<file path="src/rtl/tictactoe_pkg.sv">
// Shared definitions for the tic-tac-toe VGA renderer: 640x480@60 Hz timing,
// colours, game-state encodings and the cell-glyph geometry (for 120 px cells).
package tictactoe_pkg;

    // Horizontal timing, in pixel clocks
    localparam logic [9:0] H_ACTIVE     = 10'd640;
    localparam logic [9:0] H_FP         = 10'd16;
    localparam logic [9:0] H_SYNC       = 10'd96;
    localparam logic [9:0] H_BP         = 10'd48;
    localparam logic [9:0] H_TOTAL      = H_ACTIVE + H_FP + H_SYNC + H_BP;
    localparam logic [9:0] H_SYNC_START = H_ACTIVE + H_FP;
    localparam logic [9:0] H_SYNC_END   = H_ACTIVE + H_FP + H_SYNC;

    // Vertical timing, in lines
    localparam logic [9:0] V_ACTIVE     = 10'd480;
    localparam logic [9:0] V_FP         = 10'd10;
    localparam logic [9:0] V_SYNC       = 10'd2;
    localparam logic [9:0] V_BP         = 10'd33;
    localparam logic [9:0] V_TOTAL      = V_ACTIVE + V_FP + V_SYNC + V_BP;
    localparam logic [9:0] V_SYNC_START = V_ACTIVE + V_FP;
    localparam logic [9:0] V_SYNC_END   = V_ACTIVE + V_FP + V_SYNC;

    typedef enum logic [2:0] {
        P1_TURN = 3'd0,
        P2_TURN = 3'd1,
        DRAW    = 3'd2,
        P1_WIN  = 3'd3,
        P2_WIN  = 3'd4
    } game_state_t;

    localparam logic [1:0] NO_CURSOR = 2'd3;

    typedef struct packed {
        logic [2:0] red;
        logic [2:0] green;
        logic [1:0] blue;
    } rgb_t;

    localparam rgb_t COL_BLACK  = '{red: 3'b000, green: 3'b000, blue: 2'b00};
    localparam rgb_t COL_WHITE  = '{red: 3'b111, green: 3'b111, blue: 2'b11};
    localparam rgb_t COL_RED    = '{red: 3'b111, green: 3'b000, blue: 2'b00};
    localparam rgb_t COL_BLUE   = '{red: 3'b000, green: 3'b000, blue: 2'b11};
    localparam rgb_t COL_YELLOW = '{red: 3'b111, green: 3'b111, blue: 2'b00};

    // Width of the game-state ring drawn just outside the board
    localparam logic [9:0] BORDER_W = 10'd8;

    // Glyph geometry, as offsets inside a 120 px cell
    localparam logic [6:0] CUR_OUT_LO = 7'd4;
    localparam logic [6:0] CUR_OUT_HI = 7'd115;
    localparam logic [6:0] CUR_IN_LO  = 7'd7;
    localparam logic [6:0] CUR_IN_HI  = 7'd112;
    localparam logic [6:0] X_LO       = 7'd16;
    localparam logic [6:0] X_HI       = 7'd103;
    localparam logic [6:0] X_TOL      = 7'd2;
    localparam logic [7:0] X_ANTI_LO  = 8'd117;   // dx+dy within 119 +/- 2
    localparam logic [7:0] X_ANTI_HI  = 8'd121;
    localparam logic [6:0] O_OUT_LO   = 7'd20;
    localparam logic [6:0] O_OUT_HI   = 7'd99;
    localparam logic [6:0] O_IN_LO    = 7'd26;
    localparam logic [6:0] O_IN_HI    = 7'd93;

    // Undefined encodings 5..7 behave as a draw
    function automatic game_state_t norm_state(input logic [2:0] gs);
        return (gs > 3'd4) ? DRAW : game_state_t'(gs);
    endfunction

    // True when both offsets lie in [lo, hi]
    function automatic logic in_box(input logic [6:0] dx, input logic [6:0] dy,
                                    input logic [6:0] lo, input logic [6:0] hi);
        return (dx >= lo) && (dx <= hi) && (dy >= lo) && (dy <= hi);
    endfunction

endpackage

</file>
<file path="src/rtl/tictactoe_renderer_timing.sv">
// 640x480@60 Hz raster counters with raw (unregistered-decode) syncs, the
// active-video flag and a registered strobe that is high while the counters
// sit at hcnt=0, vcnt=480 (start of vertical blanking).
module vga_timing_gen
    import tictactoe_pkg::*;
(
    input  logic       clk,
    input  logic       rst,
    output logic [9:0] hcnt,
    output logic [9:0] vcnt,
    output logic       active,
    output logic       hsync_raw,
    output logic       vsync_raw,
    output logic       snap_strobe
);

    logic [9:0] hcnt_reg, vcnt_reg;
    logic [9:0] hcnt_next, vcnt_next;
    logic       snap_reg;

    // Next raster position: wrap the pixel counter per line, the line counter per frame
    always_comb begin
        hcnt_next = hcnt_reg + 10'd1;
        vcnt_next = vcnt_reg;
        if (hcnt_reg == H_TOTAL - 10'd1) begin
            hcnt_next = 10'd0;
            vcnt_next = (vcnt_reg == V_TOTAL - 10'd1) ? 10'd0 : vcnt_reg + 10'd1;
        end
    end

    // Counter registers; the strobe is computed one cycle ahead so it is a clean flop
    always_ff @(posedge clk or negedge rst) begin
        if (!rst) begin
            hcnt_reg <= 10'd0;
            vcnt_reg <= 10'd0;
            snap_reg <= 1'b0;
        end else begin
            hcnt_reg <= hcnt_next;
            vcnt_reg <= vcnt_next;
            snap_reg <= (hcnt_next == 10'd0) && (vcnt_next == V_ACTIVE);
        end
    end

    assign hcnt        = hcnt_reg;
    assign vcnt        = vcnt_reg;
    assign active      = (hcnt_reg < H_ACTIVE) && (vcnt_reg < V_ACTIVE);
    assign hsync_raw   = !((hcnt_reg >= H_SYNC_START) && (hcnt_reg < H_SYNC_END));
    assign vsync_raw   = !((vcnt_reg >= V_SYNC_START) && (vcnt_reg < V_SYNC_END));
    assign snap_strobe = snap_reg;

endmodule

</file>
<file path="src/rtl/tictactoe_renderer.sv">
// Tic-tac-toe VGA renderer: snapshots the game state once per frame and draws
// board grid, X/O glyphs, cursor box and a game-state ring. Pipeline is
// counters -> stage 1 (cell decode) -> stage 2 (colour + sync), so every
// output trails the counters by two clocks.
// Build option: define TTT_CURSOR_BLINK_EN to blink the cursor every 16 frames.
module tictactoe_renderer
    import tictactoe_pkg::*;
#(
    parameter logic [9:0] BOARD_X0 = 10'd140,
    parameter logic [9:0] BOARD_Y0 = 10'd60,
    parameter logic [9:0] CELL     = 10'd120,
    parameter logic [9:0] LINE_W   = 10'd4
) (
    input  logic       clk,
    input  logic       rst,
    input  logic [0:8] p1Grid,
    input  logic [0:8] p2Grid,
    input  logic [3:0] cursorPosition,
    input  logic [2:0] gameState,
    output logic [2:0] vgaRed,
    output logic [2:0] vgaGreen,
    output logic [1:0] vgaBlue,
    output logic       Hsync,
    output logic       Vsync,
    output logic       frame_start
);

    localparam logic [9:0] CELL2   = 10'(2 * CELL);
    localparam logic [9:0] BOARD_W = 10'(3 * CELL);

    logic [9:0] hcnt, vcnt;
    logic       active, hsync_raw, vsync_raw, snap_strobe;

    vga_timing_gen u_timing (
        .clk         (clk),
        .rst         (rst),
        .hcnt        (hcnt),
        .vcnt        (vcnt),
        .active      (active),
        .hsync_raw   (hsync_raw),
        .vsync_raw   (vsync_raw),
        .snap_strobe (snap_strobe)
    );

    // ---------------- per-frame shadow of the game state ----------------
    logic [0:8]  p1_shadow_reg, p2_shadow_reg;
    logic [1:0]  cur_col_reg, cur_row_reg;
    game_state_t state_reg;
    logic [5:0]  frame_cnt_reg;

    // Capture inputs only at the blanking strobe so a frame never mixes two boards
    always_ff @(posedge clk or negedge rst) begin
        if (!rst) begin
            p1_shadow_reg <= '0;
            p2_shadow_reg <= '0;
            cur_col_reg   <= 2'd0;
            cur_row_reg   <= 2'd0;
            state_reg     <= P1_TURN;
            frame_cnt_reg <= 6'd0;
        end else if (snap_strobe) begin
            p1_shadow_reg <= p1Grid;
            p2_shadow_reg <= p2Grid;
            cur_col_reg   <= cursorPosition[3:2];
            cur_row_reg   <= cursorPosition[1:0];
            state_reg     <= norm_state(gameState);
            frame_cnt_reg <= frame_cnt_reg + 6'd1;
        end
    end

    // ---------------- stage 1: per-axis cell decode ----------------
    // Index 0 is the horizontal axis, index 1 the vertical axis.
    logic [1:0]      axis_in, axis_ring, axis_grid;
    logic [1:0][1:0] axis_idx;
    logic [1:0][6:0] axis_d;

    generate
        for (genvar gi = 0; gi < 2; gi++) begin : g_axis
            localparam logic [9:0] ORG = (gi == 0) ? BOARD_X0 : BOARD_Y0;
            logic [9:0] pos, off;
            assign pos = (gi == 0) ? hcnt : vcnt;
            assign off = pos - ORG;
            assign axis_in[gi]   = (pos >= ORG) && (pos < ORG + BOARD_W);
            assign axis_ring[gi] = (pos >= ORG - BORDER_W) && (pos < ORG + BOARD_W + BORDER_W);
            // Compare-and-subtract instead of dividing by the cell size
            assign axis_idx[gi]  = (off >= CELL2) ? 2'd2 : ((off >= CELL) ? 2'd1 : 2'd0);
            assign axis_d[gi]    = 7'((off >= CELL2) ? off - CELL2 : ((off >= CELL) ? off - CELL : off));
            assign axis_grid[gi] = ((off >= CELL)  && (off < CELL + LINE_W)) ||
                                   ((off >= CELL2) && (off < CELL2 + LINE_W));
        end
    endgenerate

    logic       s1_active, s1_hsync, s1_vsync;
    logic       s1_in_board, s1_grid, s1_ring;
    logic [1:0] s1_col, s1_row;
    logic [6:0] s1_dx, s1_dy;

    // Register the decoded position so stage 2 only has to pick a colour
    always_ff @(posedge clk or negedge rst) begin
        if (!rst) begin
            s1_active   <= 1'b0;
            s1_hsync    <= 1'b1;
            s1_vsync    <= 1'b1;
            s1_in_board <= 1'b0;
            s1_grid     <= 1'b0;
            s1_ring     <= 1'b0;
            s1_col      <= 2'd0;
            s1_row      <= 2'd0;
            s1_dx       <= 7'd0;
            s1_dy       <= 7'd0;
        end else begin
            s1_active   <= active;
            s1_hsync    <= hsync_raw;
            s1_vsync    <= vsync_raw;
            s1_in_board <= axis_in[0] && axis_in[1];
            s1_grid     <= axis_in[0] && axis_in[1] && (axis_grid[0] || axis_grid[1]);
            s1_ring     <= axis_ring[0] && axis_ring[1] && !(axis_in[0] && axis_in[1]);
            s1_col      <= axis_idx[0];
            s1_row      <= axis_idx[1];
            s1_dx       <= axis_d[0];
            s1_dy       <= axis_d[1];
        end
    end

    // ---------------- stage 2: layer priority and colour ----------------
    logic [3:0] cell_idx;
    logic       has_p1, has_p2, cursor_on, x_on, o_on;
    logic [6:0] diag_diff;
    logic [7:0] diag_sum;
    rgb_t       border_col, rgb_next;

    // Pick the highest-priority layer covering the current pixel
    always_comb begin
        cell_idx  = ({2'b00, s1_row} << 1) + {2'b00, s1_row} + {2'b00, s1_col};
        has_p1    = p1_shadow_reg[cell_idx];
        has_p2    = p2_shadow_reg[cell_idx];
        diag_diff = (s1_dx >= s1_dy) ? (s1_dx - s1_dy) : (s1_dy - s1_dx);
        diag_sum  = {1'b0, s1_dx} + {1'b0, s1_dy};

        cursor_on = (state_reg == P1_TURN || state_reg == P2_TURN) &&
                    (cur_col_reg != NO_CURSOR) && (cur_row_reg != NO_CURSOR) &&
                    (s1_col == cur_col_reg) && (s1_row == cur_row_reg) &&
                    in_box(s1_dx, s1_dy, CUR_OUT_LO, CUR_OUT_HI) &&
                    !in_box(s1_dx, s1_dy, CUR_IN_LO, CUR_IN_HI);
`ifdef TTT_CURSOR_BLINK_EN
        cursor_on = cursor_on && !frame_cnt_reg[4];
`endif
        x_on = has_p1 && in_box(s1_dx, s1_dy, X_LO, X_HI) &&
               ((diag_diff <= X_TOL) || ((diag_sum >= X_ANTI_LO) && (diag_sum <= X_ANTI_HI)));
        // A cell claimed by both players shows only the X
        o_on = has_p2 && !has_p1 && in_box(s1_dx, s1_dy, O_OUT_LO, O_OUT_HI) &&
               !in_box(s1_dx, s1_dy, O_IN_LO, O_IN_HI);

        case (state_reg)
            P1_TURN: border_col = COL_RED;
            P2_TURN: border_col = COL_BLUE;
            P1_WIN:  border_col = frame_cnt_reg[5] ? COL_BLACK : COL_RED;
            P2_WIN:  border_col = frame_cnt_reg[5] ? COL_BLACK : COL_BLUE;
            default: border_col = COL_WHITE;
        endcase

        rgb_next = COL_BLACK;
        if (!s1_active)                    rgb_next = COL_BLACK;
        else if (s1_in_board && cursor_on) rgb_next = COL_YELLOW;
        else if (s1_in_board && x_on)      rgb_next = COL_RED;
        else if (s1_in_board && o_on)      rgb_next = COL_BLUE;
        else if (s1_grid)                  rgb_next = COL_WHITE;
        else if (s1_ring)                  rgb_next = border_col;
    end

    rgb_t rgb_reg;
    logic hsync_reg, vsync_reg;

    // Output flops keep colour and syncs on the same clock edge
    always_ff @(posedge clk or negedge rst) begin
        if (!rst) begin
            rgb_reg   <= COL_BLACK;
            hsync_reg <= 1'b1;
            vsync_reg <= 1'b1;
        end else begin
            rgb_reg   <= rgb_next;
            hsync_reg <= s1_hsync;
            vsync_reg <= s1_vsync;
        end
    end

    assign vgaRed      = rgb_reg.red;
    assign vgaGreen    = rgb_reg.green;
    assign vgaBlue     = rgb_reg.blue;
    assign Hsync       = hsync_reg;
    assign Vsync       = vsync_reg;
    assign frame_start = snap_strobe;

endmodule
</file>
<file path="config.mk">
export PLATFORM = sky130hd
export DESIGN_NAME = tictactoe_renderer
export DESIGN_NICKNAME = d
export VERILOG_FILES = /design/src/rtl/tictactoe_pkg.sv /design/src/rtl/tictactoe_renderer_timing.sv /design/src/rtl/tictactoe_renderer.sv
export SDC_FILE = /design/constraint.sdc
export NUM_CORES = 1
export LEC_CHECK = 0
export BUFFER_PORTS_ARGS = -buffer_cell sky130_fd_sc_hd__buf_2
export CAP_MARGIN = 10
export CORE_ASPECT_RATIO = 0.75
export CORE_MARGIN = 2
export CORE_UTILIZATION = 40
export CTS_CLUSTER_SIZE = 24
export DETAILED_ROUTE_END_ITERATION = 8
export PLACE_DENSITY = 0.6
export RECOVER_POWER = 25
export SETUP_SLACK_MARGIN = 0.3
export SLEW_MARGIN = 30
export SYNTH_ARGS = -nofsm -noshare
export SYNTH_HDL_FRONTEND = slang
export SYNTH_SLANG_ARGS = --single-unit
</file>
<file path="constraint.sdc">
create_clock -name clk -period 2.64 [get_ports clk]
set_input_delay 0.264 -clock clk [delete_from_list [all_inputs] [get_ports clk]]
set_output_delay 0.264 -clock clk [all_outputs]
set_load 0.01 [all_outputs]
</file>
**After elaboration in Yosys (flattened, before gate mapping)**

Index checks and enable logic that the tools add are counted.
Widths: inputs -> output; s select.

- Bits in registers: 86
- Latch bits: 0
- Bits in writable memories: 0
- ROM bits: 0
- Bits of input ports: 27
- Output and inout bits: 11
- Logic and storage cells: 184
- Memories: 0

- Add/sub/neg operators: 14
- Multiply operators: 0
- Divide/modulo/power cells: 0
- Magnitude comparators: 48
- Equality and inequality tests: 10
- Shifts and indexed selects: 0
- Muxes and demuxes: 28
- Bitwise gates (word level): 1
- Reduce and logical (&&, ||, !) cells: 59

Operators by type and width:

| kind | number |
|---|---|
| $le 7x7->1 const B | 10 |
| $lt 10x9->1 const B | 6 |
| $mux 8 | 7 |
| $logic_and 1x1->1 | 46 |
| $ge 7x5->1 const B | 6 |
| $ge 10x8->1 const B | 4 |
| $mux 7 | 5 |
| $pmux 8 s4 | 1 |
| $mux 10 | 3 |
| $ge 7x3->1 const B | 4 |
| $sub 7x7->7 const B | 4 |
| $add 10x1->10 const B | 2 |
| $eq 10x10->1 const B | 2 |
| $ge 10x6->1 const B | 2 |
| $ge 10x7->1 const B | 2 |
| $lt 10x10->1 const B | 2 |
| $lt 10x7->1 const B | 2 |
| $lt 10x8->1 const B | 2 |
| $sub 7x7->7 | 2 |
| $eq 10x9->1 const B | 1 |
| $ge 10x10->1 const B | 1 |
| $ge 10x9->1 const B | 1 |
| $logic_not 10->1 | 1 |
| $sub 10x6->10 const B | 1 |
| other kinds (24) | 43 |

**Logic depth before layout (Yosys ltp)**

- Depth in word-level cells: 15
- Mapped depth: 11

**By module**

Synthesis repeated with hierarchy kept, for this count alone.

- Cell total of the unflattened synthesis: 589
- Area, all modules: 5,765.5 µm²

By module, submodules not included:

| module | instances | cells each | area each (µm²) |
|---|---|---|---|
| tictactoe_renderer | 1 | 439 | 4,384.2 |
| vga_timing_gen | 1 | 150 | 1,381.3 |

**Worst setup path before layout**

No wires, ideal clock.

- Path type: register to register
- From: reg s1_row[0]
- To: reg rgb_reg (netlist bit vgaBlue[0])
- Library setup time: 0.077 ns
- Data arrival time: 2.604 ns
- Required time: 2.563 ns
- Path slack: -0.042 ns
- Stages on the path, launching flop included: 10
- Cells stage by stage: dfrtp_1 -> fa_1 -> ha_1 -> clkbuf_1 -> mux2i_1 -> o221ai_1 -> o21ai_0 -> nand4_1 -> a211o_1 -> a21oi_1

RTL lines:

| what | RTL line | source |
|---|---|---|
| start, declared | tictactoe_renderer.sv:94 | `logic [1:0] s1_col, s1_row;` |
| start signal, assigned | tictactoe_renderer.sv:118 | `s1_row <= axis_idx[1];` |
| end signal, assigned | tictactoe_renderer.sv:180 | `rgb_reg <= rgb_next;` |
| end, declared | tictactoe_renderer.sv:170 | `rgb_t rgb_reg;` |

**Final worst setup path**

- From: reg s1_col[1]
- To: reg rgb_reg (netlist bit vgaRed[1])

- Longest elaborated chain between the ends: 14
- Elaborated cells between the ends (all ways): 26
- Those cells by class: add/sub: 1; eq/ne: 1; mux: 10; bitwise: 1; reduce/logical: 13

RTL lines:

| what | RTL line | source |
|---|---|---|
| start, declared | tictactoe_renderer.sv:94 |  |
| start signal, assigned | tictactoe_renderer.sv:117 | `s1_col <= axis_idx[0];` |
| $add 4x2->4 | tictactoe_renderer.sv:133 | `cell_idx = ({2'b00, s1_row} << 1) + {2'b00, s1_row} + {2'b00, s1_col};` |
| $not 4->5 (not written as such) | tictactoe_renderer.sv:134, tictactoe_renderer.sv:135 |  |
| $bmux 1 s4 | tictactoe_renderer.sv:134 | `has_p1 = p1_shadow_reg[cell_idx];` |
| $mux 1 (not written as such) (2 in series) | tictactoe_renderer.sv:134 |  |
| $logic_not 1->1 | tictactoe_renderer.sv:150 | `o_on = has_p2 && !has_p1 && in_box(s1_dx, s1_dy, O_OUT_LO, O_OUT_HI) &&` |
| $logic_and 1x1->1 (3 in series) | tictactoe_renderer.sv:150 |  |
| $logic_and 1x1->1 | tictactoe_renderer.sv:165 | `else if (s1_in_board && o_on) rgb_next = COL_BLUE;` |
| $mux 8 | tictactoe_renderer.sv:165 |  |
| $mux 8 | tictactoe_renderer.sv:164 | `else if (s1_in_board && x_on) rgb_next = COL_RED;` |
| $mux 8 * | tictactoe_renderer.sv:163 | `else if (s1_in_board && cursor_on) rgb_next = COL_YELLOW;` |
| $mux 8 * | tictactoe_renderer.sv:162 | `if (!s1_active) rgb_next = COL_BLACK;` |

Every way passes the cells marked *; elsewhere a longest branch is shown, timed or not. The select of a mux whose other input is x is not followed.
A chain may end at the register's enable or synchronous reset.

==> impl_metrics.env <==
export IMPL_cp_cell_sequence="fa_1 -> ha_4 -> fa_2 -> a2111oi_4 -> nor4b_2 -> nand4_1 -> buf_4 -> a21oi_2 -> o2bb2ai_2"
export IMPL_core_um2=14310
export IMPL_num_io_pins=38
export IMPL_finish_instance_area_um2=7392
export IMPL_grt_max_degree=46
export IMPL_port_buffers=37
export IMPL_postSynthCellCount=613
export IMPL_overflow=0
export IMPL_clk_latency_ps=340
export IMPL_ys_seq_area_share_pct=35.04
export IMPL_netlist_area_um2=5799
export IMPL_rsz0062_at_grt="true"
export IMPL_drive_gt1_share_pct=33.89
export IMPL_setup_violations=3
export IMPL_ys_types=74
export IMPL_finalMaxSlewViolations=0
export IMPL_syn_nets=691
export IMPL_powerDensity_nw_per_um2=346.2
export IMPL_start_util_pct=40.52
export IMPL_drtPass1Iterations=6
export IMPL_drt_iter0_markers=343
export IMPL_min_to="state_reg[2]"
export IMPL_ys_flop_type="dfrtp_1"
export IMPL_critPathKind="register to register"
export IMPL_skew_ps=10.10
export IMPL_vias=5026
export IMPL_htree_levels=3
export IMPL_worstReg2RegEnd="vgaRed[1]"
export IMPL_clock_fmax_mhz=364.3
export IMPL_nNetsFinal=793
export IMPL_min_delay_path_class="primary input to register"
export IMPL_min_delay_start="gameState[1]"
export IMPL_wl_per_cell_um=15.76
export IMPL_r2r_cells=9
export IMPL_post_route_period_util_pct=104.0
export IMPL_outcome="finished, violations left"
export IMPL_antenna_left=0
export IMPL_die_width_um=143.0
export IMPL_cts_buffer_depth=2
export IMPL_worstMarginPinSlew_ps=1199
export IMPL_gp_congestion=0.8837
export IMPL_synth_edf_count=0
export IMPL_cts_sinks=81
export IMPL_area_growth_pct=27.46
export IMPL_grt_pass1_wl_um=22780
export IMPL_antenna_found_initial=0
export IMPL_critPathCaptureType="register"
export IMPL_track_usage_pct=18.47
export IMPL_drc=0
export IMPL_async_reset_ff_share_pct=100.0
export IMPL_fillers=1277
export IMPL_post_drt_via_cell_ratio=5.463
export IMPL_reg2reg_slack_ps=-100
export IMPL_slew_headroom_pct=20.10
export IMPL_ir_worst_vdd_mv=0.3200
export IMPL_layout_min_cycle_time_ps=2745
export IMPL_synth_warnings=0
export IMPL_finalWirelength_um=14500
export IMPL_fp_dieArea_um2=15490
export IMPL_worstPathArrival_ps=2970
export IMPL_p_leak_nw=3.350
export IMPL_r2r_start="s1_col[1]"
export IMPL_cp_slowest_cell="fa_2"
export IMPL_required_ps=2860
export IMPL_diodes=0
export IMPL_dp_cells=874
export IMPL_cap_violations=0
export IMPL_die_y_um=108.3
export IMPL_cts_root_buffer="clkbuf_16"
export IMPL_fin_ws_ps=-104.7
export IMPL_layout_commonest_cell="buf_4"
export IMPL_hold_depth=2
export IMPL_rows=38
export IMPL_setup_worst_path_start_class="register"
export IMPL_hold_viol_final=0
export IMPL_final_util_pct=51.65
export IMPL_place_area_um2=6550
export IMPL_fin_setup_tns_ps=-254.7
export IMPL_clkTransAtPathRegs_ps=60
export IMPL_final_cell_count_no_fill=920
export IMPL_failed_checks="negative setup slack"
export IMPL_avgSynthCellArea_um2=9.461
export IMPL_cts_buffers=9
export IMPL_synth_seq_cells=81
export IMPL_grt_pass1_vias=4595
export IMPL_worst_path_max_fanout=3
export IMPL_dp_hpwl_um=10600
export IMPL_final_cell_mix="buf_4, dfrtp_1, inv_1"
export IMPL_cts_tree="done"
export IMPL_cpPeakStageDelay_ps=610
## critical path: cells and delay by family, from the launching register on
kind	cells	cell delay (ps)
fa+ha+maj	3	1340
simple gates	2	430
flops	1	400
compound gates	3	290
buf+inv	1	180
## metal layers
layer / wire (um) / GRT usage (%) / vias up
met1: 6959 / 26.66 / 2427
met5: 0 / 0 / -
li1: - / - / 2423
met2: 6698 / 29.05 / 155
met3: 675 / 3.543 / 21
met4: 167 / 3.678 / 0
## layout make-up
type / count / area, um^2 / share of cell area [%]
Multi-Input combinational cell: 454 / 3756 / 50.81
Sequential cell: 81 / 2041 / 27.61
Timing Repair Buffer: 126 / 877.1 / 11.87
Tap cell: 200 / 250.2 / 3.385
Clock buffer: 9 / 225.2 / 3.047
Inverter: 43 / 166.4 / 2.251
Clock inverter: 7 / 76.32 / 1.032
## repair_timing
item                                    4_1_cts  5_1_grt
pin swaps                                     6       24
gates resized for setup                      29       48
hold buffers                                  1        0
setup buffers                                 1       27
endpoints found under the setup margin       11       12
endpoints found under the hold margin        40        0
gates cloned                                  0        1
## logic make-up (layout without fill, tap and decap cells)
kind of cell / count (synthesis) / in the layout / synth area share, %
flip-flops: 81 / 81 / 35.04
adder cells (fa/ha/maj): 51 / 51 / 11.65
multiplexers: 33 / 33 / 6.494
AND/OR/NAND/NOR: 189 / 189 / 18.58
AO/OA/AOI/OAI: 145 / 145 / 17.04
XOR/XNOR: 36 / 36 / 5.437
buffers and inverters: 78 / 185 / 5.760
## Yosys cell counts (5+ instances only)
cell type | count | area, um^2
a211oi_1 | 5 | 37.54
a21o_1 | 5 | 37.54
a21oi_1 | 37 | 185.2
a31oi_1 | 7 | 43.79
and2_1 | 5 | 31.28
and3_1 | 8 | 50.05
buf_2 | 9 | 45.04
buf_4 | 6 | 45.04
clkbuf_1 | 18 | 67.56
dfrtp_1 | 77 | 1927
fa_1 | 5 | 100.1
ha_1 | 46 | 575.6
inv_1 | 43 | 161.4
mux2_2 | 27 | 304.0
mux2i_1 | 5 | 50.05
nand2_1 | 37 | 138.9
nand2b_1 | 8 | 50.05
nand3_1 | 14 | 70.07
nand3b_1 | 5 | 37.54
nand4_1 | 10 | 62.56
nor2_1 | 31 | 116.4
nor2b_1 | 9 | 56.30
nor3_1 | 15 | 75.07
nor3b_1 | 7 | 52.55
nor4_1 | 7 | 43.79
o211ai_1 | 6 | 45.04
o21ai_0 | 24 | 120.1
o221ai_1 | 6 | 52.55
or3_1 | 8 | 50.05
or3b_2 | 5 | 43.79
or4_1 | 5 | 37.54
xnor2_1 | 20 | 175.2
xor2_1 | 16 | 140.1
## metrics by stage
stage | total power [mW] | setup WS, ps | hold WS [ps]
finish | 2.559 | -104.7 | 138.0
global route | 2.643 | -196.7 | 134.9
CTS | 2.588 | -25.16 | 127.0
detailed placement | 1.314 | -129.5 | 315.3
global placement | 1.313 | -51.44 | 306.5
floorplan | 1.266 | 108.1 | -31.59
## how the worst max path moves through the flow
stage	from	end	slack, ps	cells past startpoint
finish	s1_col[1]	vgaRed[1]	-100	9
global route	s1_col[1]	vgaRed[1]	-200	10
CTS	s1_col[1]	vgaBlue[0]	-30	9
detailed placement	u_timing.hcnt[2]	u_timing.snap_strobe	-130	8
global placement	u_timing.hcnt[4]	u_timing.snap_strobe	-50	7
floorplan	s1_row[0]	vgaBlue[0]	110	8
## power breakdown
group	total [mW]	internal, mW	switching (mW)
Clock	1.27	0.739	0.530
Sequential	1.24	1.24	0
Combinational	0.0484	0.0180	0.0303
Total	2.56	2.00	0.561
No activity file was read; power rests on OpenSTA's default activity.
